File: config.mk
export PLATFORM = sky130hd
export DESIGN_NAME = cla_pipe_adder
export DESIGN_NICKNAME = d
export VERILOG_FILES = /design/src/rtl/cla_pipe_adder_pkg.sv /design/src/rtl/cla4.sv /design/src/rtl/cla_pipe_stage.sv /design/src/rtl/cla_pipe_adder.sv
export SDC_FILE = /design/constraint.sdc
export NUM_CORES = 1
export LEC_CHECK = 0
export CORE_MARGIN = 1.5
export CORE_UTILIZATION = 30
export DETAILED_ROUTE_END_ITERATION = 12
export GPL_ROUTABILITY_DRIVEN = 0
export GPL_TIMING_DRIVEN = 0
export SYNTH_ARGS = -nofsm -noshare
export SYNTH_HDL_FRONTEND = slang
export SYNTH_HIERARCHICAL = 1
export SYNTH_SLANG_ARGS = --single-unit
File: constraint.sdc
create_clock -name clk -period 4.6 [get_ports clk]
set_clock_uncertainty 0.1 [all_clocks]
set_input_delay 0.46 -clock clk [delete_from_list [all_inputs] [get_ports clk]]
set_output_delay 0.46 -clock clk [all_outputs]
set_load 0.005 [all_outputs]
File: src/rtl/cla_pipe_adder_pkg.sv
// Shared constants for the pipelined CLA adder: slice width, op encoding,
// and the stage-count derivation.
package cla_pipe_adder_pkg;

   localparam int CLA_SLICE_W = 4;

   typedef enum logic {
      OP_ADD = 1'b0,
      OP_SUB = 1'b1
   } op_e;

   // Number of pipeline stages; the top rejects widths that do not divide evenly.
   function automatic int cla_nstg(input int width, input int slices_per_stg);
      return width / (CLA_SLICE_W * slices_per_stg);
   endfunction

   function automatic bit cla_width_ok(input int width, input int slices_per_stg);
      return (slices_per_stg >= 1) && (width >= CLA_SLICE_W * slices_per_stg) &&
             ((width % (CLA_SLICE_W * slices_per_stg)) == 0);
   endfunction

endpackage

File: src/rtl/cla4.sv
// 4-bit carry-lookahead slice; also exposes the carry into its top bit so
// the last stage can derive signed overflow.
module cla4 (
   input  logic [3:0] a,
   input  logic [3:0] b,
   input  logic       ci,
   output logic [3:0] s,
   output logic       co,
   output logic       c_msb
);

   logic [3:0] g;
   logic [3:0] p;
   logic [4:0] c;

   assign g    = a & b;
   assign p    = a ^ b;
   assign c[0] = ci;
   assign c[1] = g[0] | (p[0] & c[0]);
   assign c[2] = g[1] | (p[1] & g[0]) | (p[1] & p[0] & c[0]);
   assign c[3] = g[2] | (p[2] & g[1]) | (p[2] & p[1] & g[0]) | (p[2] & p[1] & p[0] & c[0]);
   assign c[4] = g[3] | (p[3] & g[2]) | (p[3] & p[2] & g[1]) | (p[3] & p[2] & p[1] & g[0]) |
                 (p[3] & p[2] & p[1] & p[0] & c[0]);

   assign s     = p ^ c[3:0];
   assign co    = c[4];
   assign c_msb = c[3];

endmodule

File: src/rtl/cla_pipe_stage.sv
// One pipeline stage worth of adder: SLICES cla4 blocks with the carry
// rippling slice-to-slice.
module cla_pipe_stage
   import cla_pipe_adder_pkg::*;
#(
   parameter int SLICES = 2
) (
   input  logic [SLICES*CLA_SLICE_W-1:0] a,
   input  logic [SLICES*CLA_SLICE_W-1:0] b,
   input  logic                          ci,
   output logic [SLICES*CLA_SLICE_W-1:0] s,
   output logic                          co,
   output logic                          c_top
);

   for (genvar i = 0; i < SLICES; i++) begin : g_slice
      logic cin;
      logic cout;
      logic cmsb;

      // Per-slice carry nets keep the ripple free of a shared vector.
      if (i == 0) begin : g_first
         assign cin = ci;
      end else begin : g_next
         assign cin = g_slice[i-1].cout;
      end

      cla4 u_cla4 (
         .a     (a[i*CLA_SLICE_W +: CLA_SLICE_W]),
         .b     (b[i*CLA_SLICE_W +: CLA_SLICE_W]),
         .ci    (cin),
         .s     (s[i*CLA_SLICE_W +: CLA_SLICE_W]),
         .co    (cout),
         .c_msb (cmsb)
      );

      if (i == SLICES-1) begin : g_top
         assign co    = cout;
         assign c_top = cmsb;
      end else begin : g_mid
         logic unused_cmsb;
         assign unused_cmsb = cmsb;
      end
   end

endmodule

File: src/rtl/cla_pipe_adder.sv
// Pipelined carry-lookahead adder/subtractor with valid/ready flow control;
// stage k adds its slice group using the carry registered by stage k-1.
module cla_pipe_adder
   import cla_pipe_adder_pkg::*;
#(
   parameter int WIDTH          = 32,
   parameter int SLICES_PER_STG = 2
) (
   input  logic             clk,
   input  logic             rst,
   input  logic             in_valid,
   output logic             in_ready,
   input  logic [WIDTH-1:0] a,
   input  logic [WIDTH-1:0] b,
   input  logic             ci,
   input  logic             sub,
   output logic             out_valid,
   input  logic             out_ready,
   output logic [WIDTH-1:0] s,
   output logic             co,
   output logic             ovf,
   output logic             zero
);

   localparam int SW   = CLA_SLICE_W * SLICES_PER_STG;
   localparam int NSTG = cla_nstg(WIDTH, SLICES_PER_STG);

   if (!cla_width_ok(WIDTH, SLICES_PER_STG)) begin : g_bad_width
      $error("cla_pipe_adder: WIDTH must be a non-zero multiple of 4*SLICES_PER_STG");
   end

   op_e              op;
   logic [WIDTH-1:0] b_ent;
   logic             c_ent;

   // Subtraction folds into an add at entry: a + ~b + 1.
   assign op    = op_e'(sub);
   assign b_ent = (op == OP_SUB) ? ~b : b;
   assign c_ent = (op == OP_SUB) ? 1'b1 : ci;

   logic [NSTG-1:0]            vld_pipe;
   logic [NSTG-1:0]            cy_q;
   logic [NSTG-1:0]            ctop_w;
   logic [NSTG:0]              ld;
   logic [NSTG-1:0][WIDTH-1:0] a_q;
   logic [NSTG-1:0][WIDTH-1:0] b_q;
   logic [NSTG-1:0][WIDTH-1:0] sum_q;

   // A stage may load when empty or when its content moves on this cycle.
   always_comb begin
      ld       = '0;
      ld[NSTG] = out_ready;
      for (int k = NSTG-1; k >= 0; k--) begin
         ld[k] = ~vld_pipe[k] | ld[k+1];
      end
   end

   assign in_ready = ld[0];

   for (genvar k = 0; k < NSTG; k++) begin : g_stg
      logic [WIDTH-1:0] a_in;
      logic [WIDTH-1:0] b_in;
      logic [WIDTH-1:0] sum_in;
      logic [WIDTH-1:0] sum_d;
      logic             c_in;
      logic             v_in;
      logic             c_out;
      logic             c_top;
      logic [SW-1:0]    s_slice;
      logic             v_r;
      logic             cy_r;
      logic [WIDTH-1:0] a_r;
      logic [WIDTH-1:0] b_r;
      logic [WIDTH-1:0] sum_r;

      if (k == 0) begin : g_head
         assign a_in   = a;
         assign b_in   = b_ent;
         assign c_in   = c_ent;
         assign sum_in = '0;
         assign v_in   = in_valid;
      end else begin : g_body
         assign a_in   = a_q[k-1];
         assign b_in   = b_q[k-1];
         assign c_in   = cy_q[k-1];
         assign sum_in = sum_q[k-1];
         assign v_in   = vld_pipe[k-1];
      end

      cla_pipe_stage #(
         .SLICES (SLICES_PER_STG)
      ) u_stage (
         .a     (a_in[k*SW +: SW]),
         .b     (b_in[k*SW +: SW]),
         .ci    (c_in),
         .s     (s_slice),
         .co    (c_out),
         .c_top (c_top)
      );

      always_comb begin
         sum_d              = sum_in;
         sum_d[k*SW +: SW]  = s_slice;
      end

      // Data only moves with a valid op, so a drained last stage keeps its outputs.
      always_ff @(posedge clk) begin
         if (rst) begin
            v_r   <= 1'b0;
            cy_r  <= 1'b0;
            a_r   <= '0;
            b_r   <= '0;
            sum_r <= '0;
         end else if (ld[k]) begin
            v_r <= v_in;
            if (v_in) begin
               cy_r  <= c_out;
               a_r   <= a_in;
               b_r   <= b_in;
               sum_r <= sum_d;
            end
         end
      end

      assign vld_pipe[k] = v_r;
      assign cy_q[k]     = cy_r;
      assign a_q[k]      = a_r;
      assign b_q[k]      = b_r;
      assign sum_q[k]    = sum_r;
      assign ctop_w[k]   = c_top;

      if (k == NSTG-1) begin : g_tail
         logic ovf_r;
         logic zero_r;

         always_ff @(posedge clk) begin
            if (rst) begin
               ovf_r  <= 1'b0;
               zero_r <= 1'b0;
            end else if (ld[k] && v_in) begin
               ovf_r  <= c_top ^ c_out;
               zero_r <= ~|sum_d;
            end
         end

         assign ovf  = ovf_r;
         assign zero = zero_r;
      end
   end

   assign out_valid = vld_pipe[NSTG-1];
   assign s         = sum_q[NSTG-1];
   assign co        = cy_q[NSTG-1];

   logic unused_tail;
   assign unused_tail = ^{a_q[NSTG-1], b_q[NSTG-1], ctop_w};

endmodule

==> results of run 1 <==
-- worst min path at each step --
stage	end	slack (ns)	depth (start not counted)	from
6_report	g_stg[1].sum_r[0]	0.35	2	g_stg[0].sum_r[0]
2_1_floorplan	g_stg[1].a_r[24]	0.33	2	g_stg[0].a_r[24]
4_1_cts	g_stg[1].sum_r[0]	0.35	2	g_stg[0].sum_r[0]
3_5_place_dp	g_stg[1].a_r[17]	0.34	2	g_stg[0].a_r[17]
3_3_place_gp	g_stg[1].a_r[17]	0.34	2	g_stg[0].a_r[17]
5_1_grt	g_stg[2].sum_r[9]	0.37	2	g_stg[1].sum_r[9]
-- cells in the final DEF, fill, tap and decap left out --
master	Yosys	layout
a211oi_2	8	8
nor4_1	6	6
buf_2	21	21
or4_1	2	2
inv_1	14	14
bufinv_16	0	2
clkinvlp_4	0	2
clkinv_2	0	1
clkbuf_8	0	3
nand2_1	316	316
nand2b_1	1	1
and4b_1	1	1
nor2_1	46	46
o21ai_0	8	8
o21ai_1	3	3
clkinv_4	0	2
or2_2	1	1
o21bai_2	8	8
a21boi_1	1	1
dfxtp_1	186	186
clkdlybuf4s50_1	0	104
xnor2_1	28	28
buf_4	4	4
nand4_1	2	2
a21oi_1	159	159
fa_1	8	8
clkbuf_1	37	38
xor2_1	29	29
inv_6	0	4
clkbuf_16	0	17
and2_1	1	1
nand4b_1	1	1
a21o_1	8	8
a211oi_1	25	25
nand3b_1	1	1
ha_1	32	32
nor3_1	1	1
o21a_1	1	1
-- metal layers --
layer / global-route usage, % / up-vias / wire length [microns]
met5: 0 / - / 0
met4: 4.67 / 0 / 255
met3: 2.57 / 16 / 611
met2: 24.3 / 113 / 9030
met1: 20.3 / 2907 / 9700
li1: - / 3415 / -
-- per-stage QoR --
stage	utilization (%)	total power [W]	setup slack [ns]	hold WS, ns	instances
3_3_place_gp	36.1	0.00210	1.36	0.339	1398
4_1_cts	38.4	0.00360	1.30	0.352	1430
5_1_grt	38.4	0.00371	1.24	0.371	1430
3_5_place_dp	36.1	0.00211	1.35	0.344	1398
6_report	38.4	0.00357	1.34	0.348	1430
2_1_floorplan	-	0.00196	1.82	0.332	959
-- kinds of logic (layout without fill, tap and decap cells) --
kind of cell    Yosys count  after routing  synth area share [%]
compound gates          221            221                  16.5
simple gates            379            379                  18.7
flops                   186            186                  47.2
fa+ha+maj                40             40                  7.11
buf+inv                  76            212                  4.14
xor+xnor                 57             57                  6.33
-- worst max-delay path, delay by kind of cell (launching register included) --
family / cells / cell delay [ns]
compound gates: 4 / 0.74
fa+ha+maj: 2 / 0.70
simple gates: 3 / 1.15
xor+xnor: 1 / 0.16
flops: 1 / 0.35
-- sequential cells by signal, indices dropped and copies added, names as in the netlist --
signal	flops
zero	1
s	32
co	1
out_valid	1
g_stg.cy_r	3
g_stg.sum_r	48
g_stg.v_r	3
ovf	1
g_stg.a_r	48
g_stg.b_r	48
-- cells in the mapped netlist (all sizes together), types with 2 or more instances --
library cell	count
buf	25
inv	14
nor2	46
nand4	2
nor4	6
o21ai	11
dfxtp	186
a211oi	33
o21bai	8
a21o	8
nand2	316
a21oi	159
clkbuf	37
or4	2
ha	32
fa	8
xnor2	28
xor2	29
-- where the power goes --
group          internal [W]  switching (W)
sequential          0.00167      0.0000380
combinational      0.000166       0.000198
clock              0.000852       0.000643
total               0.00269       0.000879
-- cell type report --
class / count / area share (%)
inverters: 14 / 0.528
repair buffers: 104 / 10.5
flip-flops and latches: 186 / 37.4
plain buffers: 62 / 2.75
multi-input cells: 697 / 38.6
clock buffers: 21 / 4.73
well taps: 335 / 4.21
clock inverters: 11 / 1.33
==> summary.log, run 1 <==
INFO  outcome        outcome=completed
INFO  grt            pin_count_of_the_biggest_net_entering_global_routing=17
INFO  die            rows=59
INFO  min_path       min-delay-path-class=register to register
INFO  clock_network  cts_post_setup_buffers_inserted=0
INFO  detailed_routing route.detailed.vias_per_inst=4.51
INFO  synthesis      synth_warnings=6
INFO  detailed_routing post_drt_wl_per_cell=13.7microns
INFO  clock_network  htree_num_levels=4
INFO  clock_network  clk_root_buffer_cell=clkbuf_16
INFO  worst_setup_path r2r_setup_slack=1.34ns
INFO  grt            antenna_found_initial=0
INFO  worst_setup_path cell_at_the_slowest_stage_of_the_critical_path=nor4_1
INFO  grt            sum_of_overflow_across_all_layers_after_global_routing=0
INFO  synthesis      syn_avg_cell_area=8.22squm
INFO  worst_setup_path worst_reg2reg_path_startpoint=g_stg[2].a_r[24]
INFO  worst_setup_path timing.critical_path.cells=ha_1 -> a211oi_2 -> o21bai_2 -> a21o_1 -> fa_1 -> xor2_1 -> nor4_1 -> nand4_1 -> or4_1 -> o21ai_1
INFO  grt            vias_in_the_first_global_route=6162
INFO  detailed_routing drtIter0Drc=312
INFO  finish         filler_cell_count=2723
INFO  clock_network  clock_sink_count=186
INFO  die            fp.dieW=165microns
INFO  worst_setup_path reg2reg_to=zero
INFO  timing         final.setup.tns=0ns
INFO  detailed_routing antenna_violating_nets_remaining=0
INFO  worst_setup_path worst-endpoint-arrival=3.52ns
INFO  synthesis      synth_area_leader_cell=dfxtp_1
INFO  synthesis      synthDistinctLibCells=30
INFO  worst_setup_path critical_setup_path_class=register to register
INFO  clock_network  post_cts_resized=0
INFO  synthesis      syn-cell-area=7890squm
INFO  grt            grt_first_pass_wirelength=31800microns
INFO  synthesis      synth_flop_cell=dfxtp_1
INFO  power_and_ir_drop max-vdd-ir-drop=258uV
INFO  synthesis      synth_largest_type_area_fraction=47.2%
INFO  synthesis      synth_sequential_area_ratio=47.2%
INFO  timing         timing.final.crit_period=3.26ns
INFO  clock_network  number_of_buffers_inserted_during_clock_tree_synthesis=17
INFO  finish         finalInstanceArea=9950squm
INFO  synthesis      leading_post_synthesis_cells_by_cell_area=dfxtp_1 47%, nand2_1 15%, a21oi_1 10%
INFO  power_and_ir_drop cellLeakagePower=3.78nW
INFO  synthesis      synth_enable_flop_cells=0
INFO  timing         timing_hold_violations_final=0
INFO  die            coreArea=25900squm
INFO  placed_design  post_dp_cell_area=9350squm
INFO  finish         multi_input_comb_area=3840squm
INFO  detailed_routing vias=6451
INFO  synthesis      post_synth_inst_count=959
INFO  placed_design  place.detailed.hpwl=15400microns
INFO  timing         timing.max_slew.rel_slack=53.8%
INFO  worst_setup_path worst_setup_path_end_kind=register
INFO  worst_setup_path origin_of_the_worst_setup_path=g_stg[2].a_r[24]
INFO  finish         regArea=3720squm
INFO  worst_setup_path required_time_at_the_endpoint_of_the_critical_path=4.87ns
INFO  detailed_routing detail_route.wirelength=19600microns
INFO  grt            overall_track_demand_over_capacity_in_global_routing=15.0%
INFO  finish         antenna_cells_inserted=0
INFO  timing         report.final.setup_viol=0
INFO  synthesis      ys_ff_latch=186
INFO  finish         drive_above_1_share=6.67%
INFO  die            dieHeight=165microns
INFO  synthesis      syn_nets=1069
INFO  synthesis      synthArstFlopShare=0%
INFO  worst_setup_path timing.critical_path.slowest_cell_delay=0.56ns
INFO  detailed_routing drc=0
INFO  run            max-cap-violations=0
INFO  timing         worst-slew-pin-transition=0.693ns
INFO  clock_network  insertion_delay=0.43ns
INFO  die            initial_utilization=30.4%
INFO  clock_network  postCtsHoldBufs=0
INFO  detailed_routing first_pass_iters=5
INFO  clock_network  worst_setup_hold_path_clk_slew=0.07ns
INFO  worst_setup_path worst_r2r_path_depth=10
INFO  worst_setup_path worstPathMaxFanout=3
INFO  timing         grt_setup_unrepaired=no
INFO  placed_design  port_buffers=104
INFO  worst_setup_path worst_setup_path_endpoint=zero
INFO  die            num_io_pins=107
INFO  finish         area_delta_synth_final=26.2%
INFO  finish         layout.nets=1192
INFO  clock_network  cts_tree=built
INFO  timing         maxSlewViolCount=0
INFO  die            dieArea=27300squm
INFO  power_and_ir_drop power_per_cell_area=358nW/um^2
INFO  timing         fmax=307MHz
INFO  worst_setup_path cp_launch_type=register
INFO  timing         finalCritPeriodShare=70.8%
INFO  clock_network  max-clock-path-buffers=2
No activity file was read; power rests on OpenSTA's default activity.
==> run 2: changes to the inputs <==
- clock period: 4.6 -> 2.9 ns (I/O delays scaled with it)
==> run 2 against run 1 <==
Net effect: combinational power up 59%; register-to-register slack lost 1.3 ns; critical path depth is the same; largest cell class unchanged; worst hold slack worse by 0.13 ns; sequential power is 58% higher; core utilization rose by 0.19 points; via count is essentially flat; worst setup slack worse by 1.3 ns; cell count is essentially flat; global-route usage up 0.053 points.
==> summary.log, run 2 (synthesized netlist as in run 1, its figures left out) <==
INFO  die            dieHeight=165microns [unchanged]
INFO  detailed_routing dr.max_layer_used=met4
INFO  placed_design  place.detailed.hpwl=15400microns [unchanged]
INFO  power_and_ir_drop power_frac_clock=41.9% [about the same]
INFO  timing         grt_setup_unrepaired=yes
INFO  finish         biggestRegsByFlops=g_stg.a_r (48), g_stg.b_r (48), g_stg.sum_r (48)
INFO  power_and_ir_drop comb_power_share=10.3% [about the same]
INFO  finish         fin_util=38.6% [+0.19 points]
INFO  die            num_io_pins=107 [unchanged]
INFO  timing         fmax=348MHz [+13%]
INFO  die            initial_utilization=30.4% [unchanged]
INFO  clock_network  clock_sink_count=186 [unchanged]
INFO  grt            grt_first_pass_wirelength=31900microns [+0.33%]
INFO  outcome        outcome=completed
INFO  timing         timing_hold_violations_final=0 [unchanged]
INFO  worst_setup_path worst_setup_path_end_kind=register
INFO  clock_network  cts_tree=built
INFO  power_and_ir_drop cellLeakagePower=3.79nW [+0.23%]
INFO  worst_setup_path r2r_setup_slack=0.02ns [-1.32 ns]
INFO  worst_setup_path worstPathMaxFanout=3 [unchanged]
INFO  timing         timing.max_slew.rel_slack=52.6% [-1.2 points]
INFO  power_and_ir_drop power.switching=0.00140W [+59%]
INFO  min_path       min_path_cells=3 [+1]
INFO  detailed_routing drc=0 [unchanged]
INFO  clock_network  clk_root_buffer_cell=clkbuf_16
INFO  worst_setup_path reg2reg_to=zero
INFO  finish         leading_cell_type_in_the_layout_fill_and_taps_excluded=nand2_1
INFO  die            fp.dieW=165microns [unchanged]
INFO  detailed_routing first_pass_iters=4 [-1]
INFO  timing         maxSlewViolCount=0 [unchanged]
INFO  clock_network  insertion_delay=0.44ns [about the same]
INFO  grt            vias_in_the_first_global_route=6180 [+0.29%]
INFO  grt            pin_count_of_the_biggest_net_entering_global_routing=17 [unchanged]
INFO  min_path       min-delay-start=sub
INFO  die            dieArea=27300squm [unchanged]
INFO  clock_network  htree_num_levels=4 [unchanged]
INFO  placed_design  place_worst_setup_slack=-0.352ns [-1.70 ns]
INFO  detailed_routing vias=6445 [-0.093%]
INFO  grt            sum_of_overflow_across_all_layers_after_global_routing=0 [unchanged]
INFO  finish         leading_cell_types_in_the_layout_fill_and_taps_excluded=316 x nand2_1, 184 x dfxtp_1, 159 x a21oi_1, 104 x clkdlybuf4s50_1, 46 x nor2_1
INFO  power_and_ir_drop power.switching_fraction=24.7% [about the same]
INFO  power_and_ir_drop total_power=0.00566W [+59%]
INFO  worst_setup_path worst-endpoint-arrival=3.15ns [-0.37 ns]
INFO  clock_network  number_of_buffers_inserted_during_clock_tree_synthesis=17 [unchanged]
INFO  worst_setup_path cp_launch_type=register
INFO  detailed_routing dr_wl_met2=9030microns [about the same]
INFO  power_and_ir_drop max-vdd-ir-drop=410uV [+59%]
INFO  grt            antenna_found_initial=0 [unchanged]
INFO  clock_network  max-clock-path-buffers=2 [unchanged]
INFO  timing         final.setup.tns=0ns [unchanged]
INFO  min_path       worst_hold_path.endpoint=g_stg[0].b_r[20]
INFO  worst_setup_path critical_setup_path_class=register to register
INFO  worst_setup_path worst_reg2reg_path_startpoint=g_stg[2].a_r[24]
INFO  finish         antenna_cells_inserted=0 [unchanged]
INFO  detailed_routing route.detailed.vias_per_inst=4.50 [-0.16%]
INFO  run            max-cap-violations=0 [unchanged]
INFO  die            coreArea=25900squm [unchanged]
INFO  die            rows=59 [unchanged]
INFO  timing         worst-slew-pin-transition=0.711ns [+0.0178 ns]
INFO  timing         timing.final.crit_period=2.88ns [-0.381 ns]
INFO  detailed_routing detail_route.wirelength=19700microns [+0.35%]
INFO  min_path       min-delay-path-class=input port to register
INFO  timing         report.final.setup_viol=0 [unchanged]
INFO  power_and_ir_drop internal_power=0.00426W [+59%]
INFO  finish         area_delta_synth_final=26.8%
INFO  worst_setup_path required_time_at_the_endpoint_of_the_critical_path=3.17ns [-1.70 ns]
INFO  timing         finalCritPeriodShare=99.2% [+28 points]
INFO  placed_design  port_buffers=104 [unchanged]
INFO  finish         drive_above_1_share=7.39% [+0.72 points]
INFO  clock_network  worst_setup_hold_path_clk_slew=0.07ns [about the same]
INFO  detailed_routing drtIter0Drc=294 [-5.8%]
INFO  detailed_routing met3RoutedLength=618microns [+1.1%]
INFO  detailed_routing wl_met1=9800microns [+1.0%]
INFO  finish         layout.nets=1193 [+0.084%]
INFO  power_and_ir_drop seq_power_share=47.8% [about the same]
INFO  grt            overall_track_demand_over_capacity_in_global_routing=15.1% [+0.053 points]
INFO  worst_setup_path worst_r2r_path_depth=10 [unchanged]
INFO  detailed_routing antenna_violating_nets_remaining=0 [unchanged]
INFO  power_and_ir_drop power_per_cell_area=566nW/um^2 [+58%]
INFO  detailed_routing post_drt_wl_per_cell=13.7microns [+0.28%]
INFO  timing         final_critical_path_setup_slack=0.0240ns [-1.32 ns]
==> run 2: final cells by class <==
cell class,instances,area [sq um]
Buffer,62,274
Clock buffer,21,470
Clock inverter,11,133
Fill cell,2720,15900
Inverter,14,52.6
Multi-Input combinational cell,697,3870
Sequential cell,186,3730
Tap cell,335,419
Timing Repair Buffer,105,1050
==> run 2: per-layer routing <==
metal,vias to the layer above,GRT usage (%)
li1,3411,-
met4,0,4.67
met2,102,24.4
met5,-,0
met3,11,2.52
met1,2921,20.4
==> run 2: critical path, cell delays in order (launching register included) <==
cell      delay [ns]
dfxtp_4         0.37
ha_4            0.24
a211oi_4        0.24
o21bai_2        0.09
a21o_1          0.19
fa_2            0.34
xor2_1          0.17
nor4_2          0.38
nand4_1         0.14
or4_4           0.44
o21ai_2         0.12
==> run 2: power by group through the flow <==
stage	logic [W]	clock network [W]	registers, W
floorplan	0.000371	0	0.00274
global placement	0.000577	0	0.00276
detailed placement	0.000585	0	0.00276
CTS	0.000591	0.00241	0.00271
global route	0.000653	0.00252	0.00271
finish	0.000581	0.00237	0.00271
==> run 2: worst max path at each step <==
stage | depth (start not counted) | to | slack (ns) | start
global placement | 10 | zero | -0.34 | g_stg[2].a_r[24]
CTS | 10 | zero | -0.09 | g_stg[2].a_r[24]
detailed placement | 10 | zero | -0.35 | g_stg[2].a_r[24]
floorplan | 10 | zero | 0.22 | g_stg[2].a_r[24]
finish | 10 | zero | 0.02 | g_stg[2].a_r[24]
global route | 11 | zero | -0.13 | g_stg[2].a_r[24]
==> run 2: what timing repair did <==
action                                  CTS  global route
hold buffers                              0             0
endpoints found under the setup margin    1             1
pin swaps                                 5             6
gates resized for setup                   8             2
buffers inserted                          1             0
==> run 2: through the flow <==
stage	instances	hold WS, ns	instance area [sq um]
after global routing	1431	0.257	10000
after global placement	1398	0.339	9350
after detailed placement	1398	0.344	9350
after CTS	1431	0.212	10000
after floorplan	959	0.307	7890
final	1431	0.216	10000
==> run 3: changes to the inputs <==
==> constraint.sdc (replaced) <==
create_clock -name clk -period 2.9 [get_ports clk]
set_clock_uncertainty 0.1 [all_clocks]
set_input_delay 0.435 -clock clk [delete_from_list [all_inputs] [get_ports clk]]
set_output_delay 0.435 -clock clk [all_outputs]
set_load 0.005 [all_outputs]
==> results of run 3 <==
Same layout as run 2 (identical final DEF). Status: completed.
Main changes from that run: hold slack 0.216 ns -> 0.349 ns; end point of the worst hold path g_stg[0].b_r[20] -> g_stg[1].sum_r[0]
